`config.mk`:
```
export PLATFORM = sky130hd
export DESIGN_NAME = ps2_mouse_receiver
export DESIGN_NICKNAME = d
export VERILOG_FILES = /design/src/rtl/ps2_mouse_receiver.sv
export SDC_FILE = /design/constraint.sdc
export NUM_CORES = 1
export LEC_CHECK = 0
export ABC_CLOCK_PERIOD_IN_PS = 3600
export CAP_MARGIN = 20
export CORE_ASPECT_RATIO = 0.5
export CORE_MARGIN = 8
export CORE_UTILIZATION = 65
export CTS_BUF_LIST = sky130_fd_sc_hd__clkbuf_16
export DETAILED_ROUTE_END_ITERATION = 10
export DONT_BUFFER_PORTS = 1
export PLACE_DENSITY = 0.79
export SLEW_MARGIN = 20
export SYNTH_ARGS = -nofsm -noshare
export SYNTH_HDL_FRONTEND = slang
export SYNTH_SLANG_ARGS = --single-unit
```
`constraint.sdc`:
```
create_clock -name CLK -period 3.6 [get_ports CLK]
set_input_delay 0 -clock CLK [delete_from_list [all_inputs] [get_ports CLK]]
set_output_delay 0 -clock CLK [all_outputs]
set_load 0.01 [all_outputs]
```
`src/rtl/ps2_mouse_receiver.sv`:
```
// ps2_mouse_receiver: PS/2 device-to-host frame receiver delivering one byte plus parity/stop error flags per frame
module ps2_mouse_receiver #(
    parameter int TIMEOUT_CYCLES = 50000
) (
    input  logic       CLK,
    input  logic       RESET,
    input  logic       CLK_MOUSE_IN,
    input  logic       DATA_MOUSE_IN,
    input  logic       READ_ENABLE,
    output logic       BYTE_READ,
    output logic [7:0] BYTE,
    output logic [1:0] BYTE_ERROR_CODE,
    output logic       RX_BUSY
);
    localparam int TW = $clog2(TIMEOUT_CYCLES);
    typedef enum logic [2:0] {IDLE, DATA, PARITY, STOP, DONE} state_t;
    state_t state, state_nxt;
    logic clk_s1, clk_s2, clk_prev, dat_s1, dat_s2, fe, tmo, parity_bit, stop_bit;
    logic [2:0] bit_cnt;
    logic [7:0] shift_reg;
    logic [TW-1:0] timeout_cnt;
    assign fe = clk_prev & ~clk_s2;
    assign tmo = timeout_cnt == TW'(TIMEOUT_CYCLES - 1);
    assign RX_BUSY = state != IDLE;
    // A falling edge always takes priority over an expiring timeout
    always_comb begin
        state_nxt = state;
        case (state)
            IDLE:    state_nxt = (fe && READ_ENABLE && !dat_s2) ? DATA : IDLE;
            DATA:    state_nxt = fe ? (bit_cnt == 3'd7 ? PARITY : DATA) : tmo ? IDLE : DATA;
            PARITY:  state_nxt = fe ? STOP : tmo ? IDLE : PARITY;
            STOP:    state_nxt = fe ? DONE : tmo ? IDLE : STOP;
            default: state_nxt = IDLE;
        endcase
    end
    always_ff @(posedge CLK) begin
        if (!RESET) begin
            clk_s1          <= 1'b1;
            clk_s2          <= 1'b1;
            clk_prev        <= 1'b1;
            dat_s1          <= 1'b1;
            dat_s2          <= 1'b1;
            state           <= IDLE;
            bit_cnt         <= '0;
            timeout_cnt     <= '0;
            shift_reg       <= '0;
            parity_bit      <= 1'b0;
            stop_bit        <= 1'b0;
            BYTE_READ       <= 1'b0;
            BYTE            <= '0;
            BYTE_ERROR_CODE <= '0;
        end else begin
            clk_s1      <= CLK_MOUSE_IN;
            clk_s2      <= clk_s1;
            clk_prev    <= clk_s2;
            dat_s1      <= DATA_MOUSE_IN;
            dat_s2      <= dat_s1;
            state       <= state_nxt;
            BYTE_READ   <= state == DONE;
            timeout_cnt <= (fe || state == IDLE) ? '0 : (&timeout_cnt ? timeout_cnt : timeout_cnt + 1'b1);
            bit_cnt     <= (state == DATA && fe) ? bit_cnt + 3'd1 : (state == IDLE || state_nxt == IDLE) ? 3'd0 : bit_cnt;
            if (state == DATA && fe)
                shift_reg[bit_cnt] <= dat_s2;
            if (state == PARITY && fe)
                parity_bit <= dat_s2;
            if (state == STOP && fe)
                stop_bit <= dat_s2;
            if (state == DONE) begin
                BYTE            <= shift_reg;
                BYTE_ERROR_CODE <= {~stop_bit, ~(^shift_reg ^ parity_bit)};
            end
        end
    end
endmodule

```
==> results.py, run 1 <==
metrics = {
    "yosys": {
        "yosys-top-cells-area": "dfxtp_1, nor2_1, xnor2_1, mux2i_1, nand2_1",
        "ys_ff_latch": 48,
        "yosysTopAreaCell": "dfxtp_1",
        "synthDistinctLibCells": 42,
        "syn_area_um2": 2120,
        "ys_seq_area_share_pct": 45.3,
        "synth.avg_cell_area_um2": 8.73,
        "synthArstFlopShare_pct": 0,
        "synth_fp_nets": 251,
        "synth_edf_count": 0,
        "synth_top_area_share_pct": 45.3,
        "syn_inst": 243,
        "ys.warnings.count": 0,
        "synth-main-ff-cell": "dfxtp_1",
    },
    "worst_setup_path": {
        "worst-setup-path-type": "flop to flop",
        "r2r-start": "timeout_cnt[0]$_SDFFE_PP0N_",
        "crit_start": "timeout_cnt[0]$_SDFFE_PP0N_",
        "worstSetupEndpoint": "timeout_cnt[8]$_SDFFE_PP0N_",
        "reg2reg_to": "timeout_cnt[8]$_SDFFE_PP0N_",
        "critPathCaptureType": "flop",
        "rrSetupSlack_ns": 1.47,
        "reg2regPathDepth": 6,
        "cp.arrival_ns": 2.28,
        "cp_data_required_time_ns": 3.76,
        "startpoint_type": "flop",
        "crit_path_max_fanout": 14,
    },
    "layout": {
        "diodes": 0,
        "layout.nets": 251,
        "stdcell_count": 284,
        "largest_reg_flops": 16,
        "multi_input_area_um2": 1100,
        "nFillCells": 215,
        "drive_above_1_share_pct": 6.56,
        "ff_latch_area_um2": 961,
        "area.growth.synth_to_final_pct": 9.50,
    },
    "clock_network": {
        "cts-hold-fix-buffers": 3,
        "cts_tree": "done",
        "htreeDepth": 2,
        "path_clk_slew_ns": 0.06,
        "root_buffer": "clkbuf_16",
        "clk-insertion-delay-late_ns": 0.29,
        "cts_sinks": 48,
        "post-cts-setup-buffers": 0,
        "cts_resized": 0,
        "cts_buffer_depth": 2,
        "cts_made_buffers": 5,
    },
    "global_route": {
        "grt_pass1_vias": 1628,
        "overflow": 0,
        "grt_max_degree": 26,
        "grt_use_total_pct": 16.3,
        "grt_pass1_wl_mm": 7.56,
        "antenna_found_initial": 0,
    },
    "route": {
        "wl_per_cell_um": 15.4,
        "ant_nets": 0,
        "vias_per_cell": 6.00,
        "first_iter_violations": 87,
        "first_pass_iters": 4,
        "routed_wl_mm": 4.38,
        "post-route-drc-count": 0,
        "vias": 1703,
    },
    "power_and_ir_drop": {
        "leakage_nw": 0.808,
        "p_switching_uw": 209,
        "seq_power_share_pct": 49.9,
        "pwr-share-clk_pct": 48.9,
        "power.internal_uw": 864,
        "sw_frac_of_total_pct": 19.5,
        "p_per_area_nw_per_um2": 462,
        "ir_drop_v": 0.000328,
        "combPwrFrac_pct": 1.2,
    },
    "placement": {
        "pre_cts_slack_ns": 1.59,
        "hpwl_mm": 2.76,
        "dp_cells": 273,
        "routabilityCongestion": 0.819,
        "port_buffers": 0,
    },
    "die": {
        "pin_count": 17,
        "die_y_um": 56.4,
        "coreArea_um2": 3070,
        "dieArea_um2": 5460,
        "die_w_um": 96.8,
        "row_count": 14,
        "initial_core_util_pct": 69.2,
    },
    "sta": {
        "slew_viol_final": 0,
        "rsz0062_at_grt": "false",
        "fin_ws_ns": 1.47,
        "fmax_mhz": 470,
        "min_period_over_period_pct": 59.1,
        "hold_viol_final": 0,
        "slew_headroom_pct": 48.7,
        "fin_crit_ns": 2.13,
        "tightest_slew_ns": 0.763,
        "final-setup-viol-count": 0,
        "setup_tns_ns": 0,
        "fin_skew_ns": 0.00298,
    },
    "outcome": {
        "outcome": "complete, no violations",
    },
    "flow_run": {
        "maxCapViolations": 0,
    },
    "min_path": {
        "hp-class": "primary input to flop",
    },
}
through the flow:
step	utilization [%]	total power [mW]	cell area, um^2	hold WS [ns]
after floorplan	-	0.555	2120	0.0730
after global placement	69.3	0.557	2120	0.0741
after detailed placement	69.3	0.557	2120	0.0777
after CTS	75.8	1.07	2320	0.0295
after global routing	75.8	1.10	2320	0.0502
final	75.8	1.07	2320	0.0244
logic make-up after synthesis:
logic type | count (synthesis) | synth area share (%)
XOR/XNOR | 16 | 6.61
adder cells (fa/ha/maj) | 3 | 1.77
flip-flops | 48 | 45.3
buffers and inverters | 14 | 2.89
AND/OR/NAND/NOR | 119 | 29.3
AO/OA/AOI/OAI | 33 | 9.44
multiplexers | 10 | 4.72
power by group through the flow:
stage          Combinational, mW  Clock [mW]  Sequential [mW]
3_3_place_gp             0.00940           0            0.548
6_report                  0.0129       0.525            0.536
5_1_grt                   0.0144       0.553            0.536
2_1_floorplan            0.00921           0            0.546
4_1_cts                   0.0129       0.525            0.536
3_5_place_dp             0.00951           0            0.548
cell type report:
cell class / instances / area share (%)
Tap cell: 40 / 2.16
Inverter: 4 / 0.647
Timing Repair Buffer: 3 / 1.29
Clock buffer: 5 / 5.39
Multi-Input combinational cell: 181 / 47.3
Sequential cell: 48 / 41.4
Clock inverter: 3 / 1.83
layer usage:
metal / vias up / global-route usage [%] / wire length (um)
li1: 843 / - / -
met1: 810 / 18.5 / 1960
met2: 42 / 27.5 / 2130
met3: 8 / 5.98 / 230
met4: 0 / 5.86 / 57
met5: - / 0 / 0
worst max-delay path, stage by stage (launching register included):
cell and delay (ns):
dfxtp_1 0.39, ha_1 0.30, nand4_2 0.18, nor4_4 0.68
nor3_1 0.17, xnor2_1 0.22, nor2_1 0.06
synth_stat cells, types with 4 or more instances:
| cell type | n |
|---|---|
| nor3_1 | 7 |
| xnor2_1 | 13 |
| mux2i_1 | 10 |
| dfxtp_1 | 48 |
| clkbuf_1 | 8 |
| a31oi_1 | 4 |
| nand2_1 | 26 |
| nor3b_1 | 4 |
| o21ai_0 | 5 |
| nor2_1 | 37 |
| nand3_1 | 12 |
| nand2b_1 | 7 |
| a21oi_1 | 16 |
worst min path at each step:
| stage | startpoint | endpoint | slack, ns | cells past startpoint |
|---|---|---|---|---|
| 6_report | RESET | state[0]$_SDFF_PN0_ | 0.02 | 2 |
| 5_1_grt | RESET | shift_reg[0]$_SDFFE_PN0P_ | 0.05 | 2 |
| 4_1_cts | RESET | state[0]$_SDFF_PN0_ | 0.03 | 2 |
| 3_5_place_dp | RESET | dat_s2$_SDFF_PN1_ | 0.08 | 1 |
| 3_3_place_gp | RESET | clk_s2$_SDFF_PN1_ | 0.07 | 1 |
| 2_1_floorplan | RESET | clk_s2$_SDFF_PN1_ | 0.07 | 1 |
cells in the final DEF, fill, tap and decap left out, types with 2 or more instances in the layout:
| cell | instances |
|---|---|
| nand2b_1 | 7 |
| a211oi_1 | 2 |
| or2_1 | 2 |
| a31oi_1 | 4 |
| nor2b_1 | 2 |
| ha_1 | 3 |
| nand4b_1 | 2 |
| dlygate4sd3_1 | 3 |
| nand3_1 | 12 |
| mux2i_1 | 10 |
| clkbuf_16 | 5 |
| nor4_1 | 2 |
| nor3_1 | 7 |
| nand2_1 | 26 |
| nand4_2 | 2 |
| nor2_1 | 37 |
| inv_1 | 3 |
| a21oi_1 | 16 |
| a32o_1 | 2 |
| dfxtp_1 | 48 |
| xnor2_1 | 13 |
| o21ai_0 | 5 |
| xor2_1 | 3 |
| nor3b_1 | 4 |
| nand3b_1 | 3 |
| or3_1 | 3 |
(Power assumes the default switching activity.)
==> run 2, diff against run 1 <==
- ABC_AREA: unset -> 1
- ABC_CLOCK_PERIOD_IN_PS: 3600 -> 2029
- CORE_UTILIZATION: 65 -> 62
- PLACE_DENSITY: 0.79 -> 0.76
- clock period: 3.6 -> 2.03 ns (I/O delays scaled with it)
==> results.py, run 2 <==
metrics = {
    "die": {
        "initial_core_util_pct": 64.9,
        "die_w_um": 101,
        "dieArea_um2": 5910,
        "row_count": 15,
        "pin_count": 17,
        "die_y_um": 58.5,
        "coreArea_um2": 3450,
    },
    "worst_setup_path": {
        "crit_path_max_fanout": 4,
        "reg2reg_to": "bit_cnt[1]$_SDFFE_PN0P_",
        "critPathCaptureType": "flop",
        "startpoint_type": "flop",
        "reg2regPathDepth": 10,
        "worst-setup-path-type": "flop to flop",
        "rrSetupSlack_ns": 0.28,
        "cp_data_required_time_ns": 2.20,
        "r2r-start": "timeout_cnt[0]$_SDFFE_PP0N_",
        "cp.arrival_ns": 1.91,
    },
    "global_route": {
        "overflow": 0,
        "grt_max_degree": 19,
        "grt_pass1_vias": 1655,
        "grt_pass1_wl_mm": 7.29,
        "antenna_found_initial": 0,
        "grt_use_total_pct": 15.5,
    },
    "layout": {
        "design_area_um2": 2440,
        "area.growth.synth_to_final_pct": 9.05,
        "drive_above_1_share_pct": 9.93,
        "layout_commonest_cell": "nor2_1",
        "utilization_pct": 70.7,
        "layout.nets": 309,
        "largest_reg_flops": 16,
        "final_cell_mix": "nor2_1, dfxtp_1, nand2_1",
        "diodes": 0,
    },
    "power_and_ir_drop": {
        "ir_drop_v": 0.000486,
        "p_per_area_nw_per_um2": 724,
        "p_total_mw": 1.77,
        "leakage_nw": 0.989,
    },
    "sta": {
        "timing.hold.ws_ns": 0.121,
        "fin_skew_ns": 0.00654,
        "setup_tns_ns": 0,
        "hold_viol_final": 0,
        "final-setup-viol-count": 0,
        "tightest_slew_ns": 0.563,
        "rsz0062_at_grt": "false",
        "slew_viol_final": 0,
        "fmax_mhz": 573,
        "min_period_over_period_pct": 86.0,
        "fin_crit_ns": 1.75,
        "slew_headroom_pct": 62.5,
    },
    "clock_network": {
        "cts_made_buffers": 5,
        "cts_sinks": 48,
        "htreeDepth": 2,
        "path_clk_slew_ns": 0.06,
        "cts_buffer_depth": 2,
        "clk-insertion-delay-late_ns": 0.29,
        "post-cts-setup-buffers": 0,
        "root_buffer": "clkbuf_16",
        "cts_tree": "done",
    },
    "yosys": {
        "yosysTopAreaCell": "dfxtp_1",
        "synth_edf_count": 0,
        "yosys-top-cells-area": "dfxtp_1, nor2_1, nand2_1, inv_1, a21oi_1",
        "synth_top_area_share_pct": 42.9,
        "synth.avg_cell_area_um2": 7.54,
        "synthArstFlopShare_pct": 0,
        "syn_area_um2": 2240,
        "synth_common_cells": "nor2_1, dfxtp_1, nand2_1, inv_1, a21oi_1",
        "synth-main-ff-cell": "dfxtp_1",
        "synthDistinctLibCells": 32,
        "ys_seq_area_share_pct": 42.9,
        "yosys.cell_count.top_type": "nor2_1",
        "syn_inst": 297,
        "ys_ff_latch": 48,
        "synth_fp_nets": 305,
        "ys.warnings.count": 0,
    },
    "placement": {
        "hpwl_mm": 3.31,
        "routabilityCongestion": 0.854,
        "dpl_cell_area_um2": 2270,
        "port_buffers": 0,
    },
    "min_path": {
        "hp-class": "primary input to flop",
        "min_to": "state[0]$_SDFF_PN0_",
        "min_delay_path_depth": 6,
        "min_from": "READ_ENABLE",
    },
    "route": {
        "vias": 1876,
        "first_iter_violations": 88,
        "first_pass_iters": 4,
        "post-route-drc-count": 0,
        "ant_nets": 0,
        "wl_per_cell_um": 12.9,
        "routed_wl_mm": 4.55,
        "vias_per_cell": 5.31,
    },
    "outcome": {
        "outcome": "complete, no violations",
    },
    "flow_run": {
        "maxCapViolations": 0,
    },
}
## run 2: cell types whose count changed in the layout (fill, tap and decap cells not counted), sizes merged, moves of 6 or more
cell | previous run | this run
nand2 | 26 | 43
mux2i | 10 | 0
inv | 4 | 44
nand2b | 7 | 0
a21oi | 16 | 22
o21ai | 5 | 20
nor2 | 37 | 55
## run 2: area by class of cell
cell class	instances	area [um^2]
Clock buffer	5	125
Timing Repair Buffer	3	32.5
Sequential cell	48	961
Tap cell	51	63.8
Fill cell	282	1010
Inverter	43	161
Clock inverter	3	15.0
Multi-Input combinational cell	200	1080
## run 2: power by group
group / internal [mW] / switching, mW / total [mW]
clock: 0.448 / 0.342 / 0.790
combinational: 0.0100 / 0.0198 / 0.0298
sequential: 0.946 / 0.00206 / 0.948
## run 2: stage by stage
step                cells  setup slack, ns
CTS                   353            0.111
detailed placement    342            0.321
global route          353            0.128
floorplan             297            0.529
global placement      342            0.377
finish                353            0.285
## run 2: metal layers
layer	global-route usage, %	routed length (um)	up-vias	share of wire (%)
met5	0	0	-	0
met4	7.34	68	0	1.5
met3	4.47	265	7	5.8
met2	26.1	2120	48	47
met1	18.0	2100	856	46
li1	-	-	965	-
## run 2: kinds of logic after synthesis
| family | after synthesis | synth area share (%) |
|---|---|---|
| compound gates | 54 | 14.0 |
| xor+xnor | 15 | 5.87 |
| fa+ha+maj | 3 | 1.68 |
| buf+inv | 49 | 8.72 |
| flops | 48 | 42.9 |
| simple gates | 128 | 26.9 |
## run 2: timing repair
| item | in CTS | in global routing |
|---|---|---|
| endpoints found under the setup margin | 0 | 2 |
| hold buffers | 3 | 0 |
| hold endpoints to repair | 26 | 0 |
| gates resized for setup | 0 | 1 |
## run 2: worst max-delay path: stages (launching register included)
cell,delay [ns]
dfxtp_1,0.37
ha_1,0.22
nand3_1,0.18
nor2_1,0.18
nand2_1,0.07
nand2_1,0.08
nand2_1,0.05
nor2_1,0.15
nand3_1,0.15
nand3_1,0.11
a21oi_1,0.06
## run 2: how the worst max path moves through the flow
stage,startpoint,to,cells after the start
3_5_place_dp,timeout_cnt[0]$_SDFFE_PP0N_,bit_cnt[1]$_SDFFE_PN0P_,10
3_3_place_gp,timeout_cnt[0]$_SDFFE_PP0N_,timeout_cnt[1]$_SDFFE_PP0N_,7
6_report,timeout_cnt[0]$_SDFFE_PP0N_,bit_cnt[1]$_SDFFE_PN0P_,10
5_1_grt,timeout_cnt[0]$_SDFFE_PP0N_,bit_cnt[1]$_SDFFE_PN0P_,10
2_1_floorplan,timeout_cnt[0]$_SDFFE_PP0N_,bit_cnt[0]$_SDFFE_PN0P_,10
4_1_cts,RESET,timeout_cnt[9]$_SDFFE_PP0N_,7
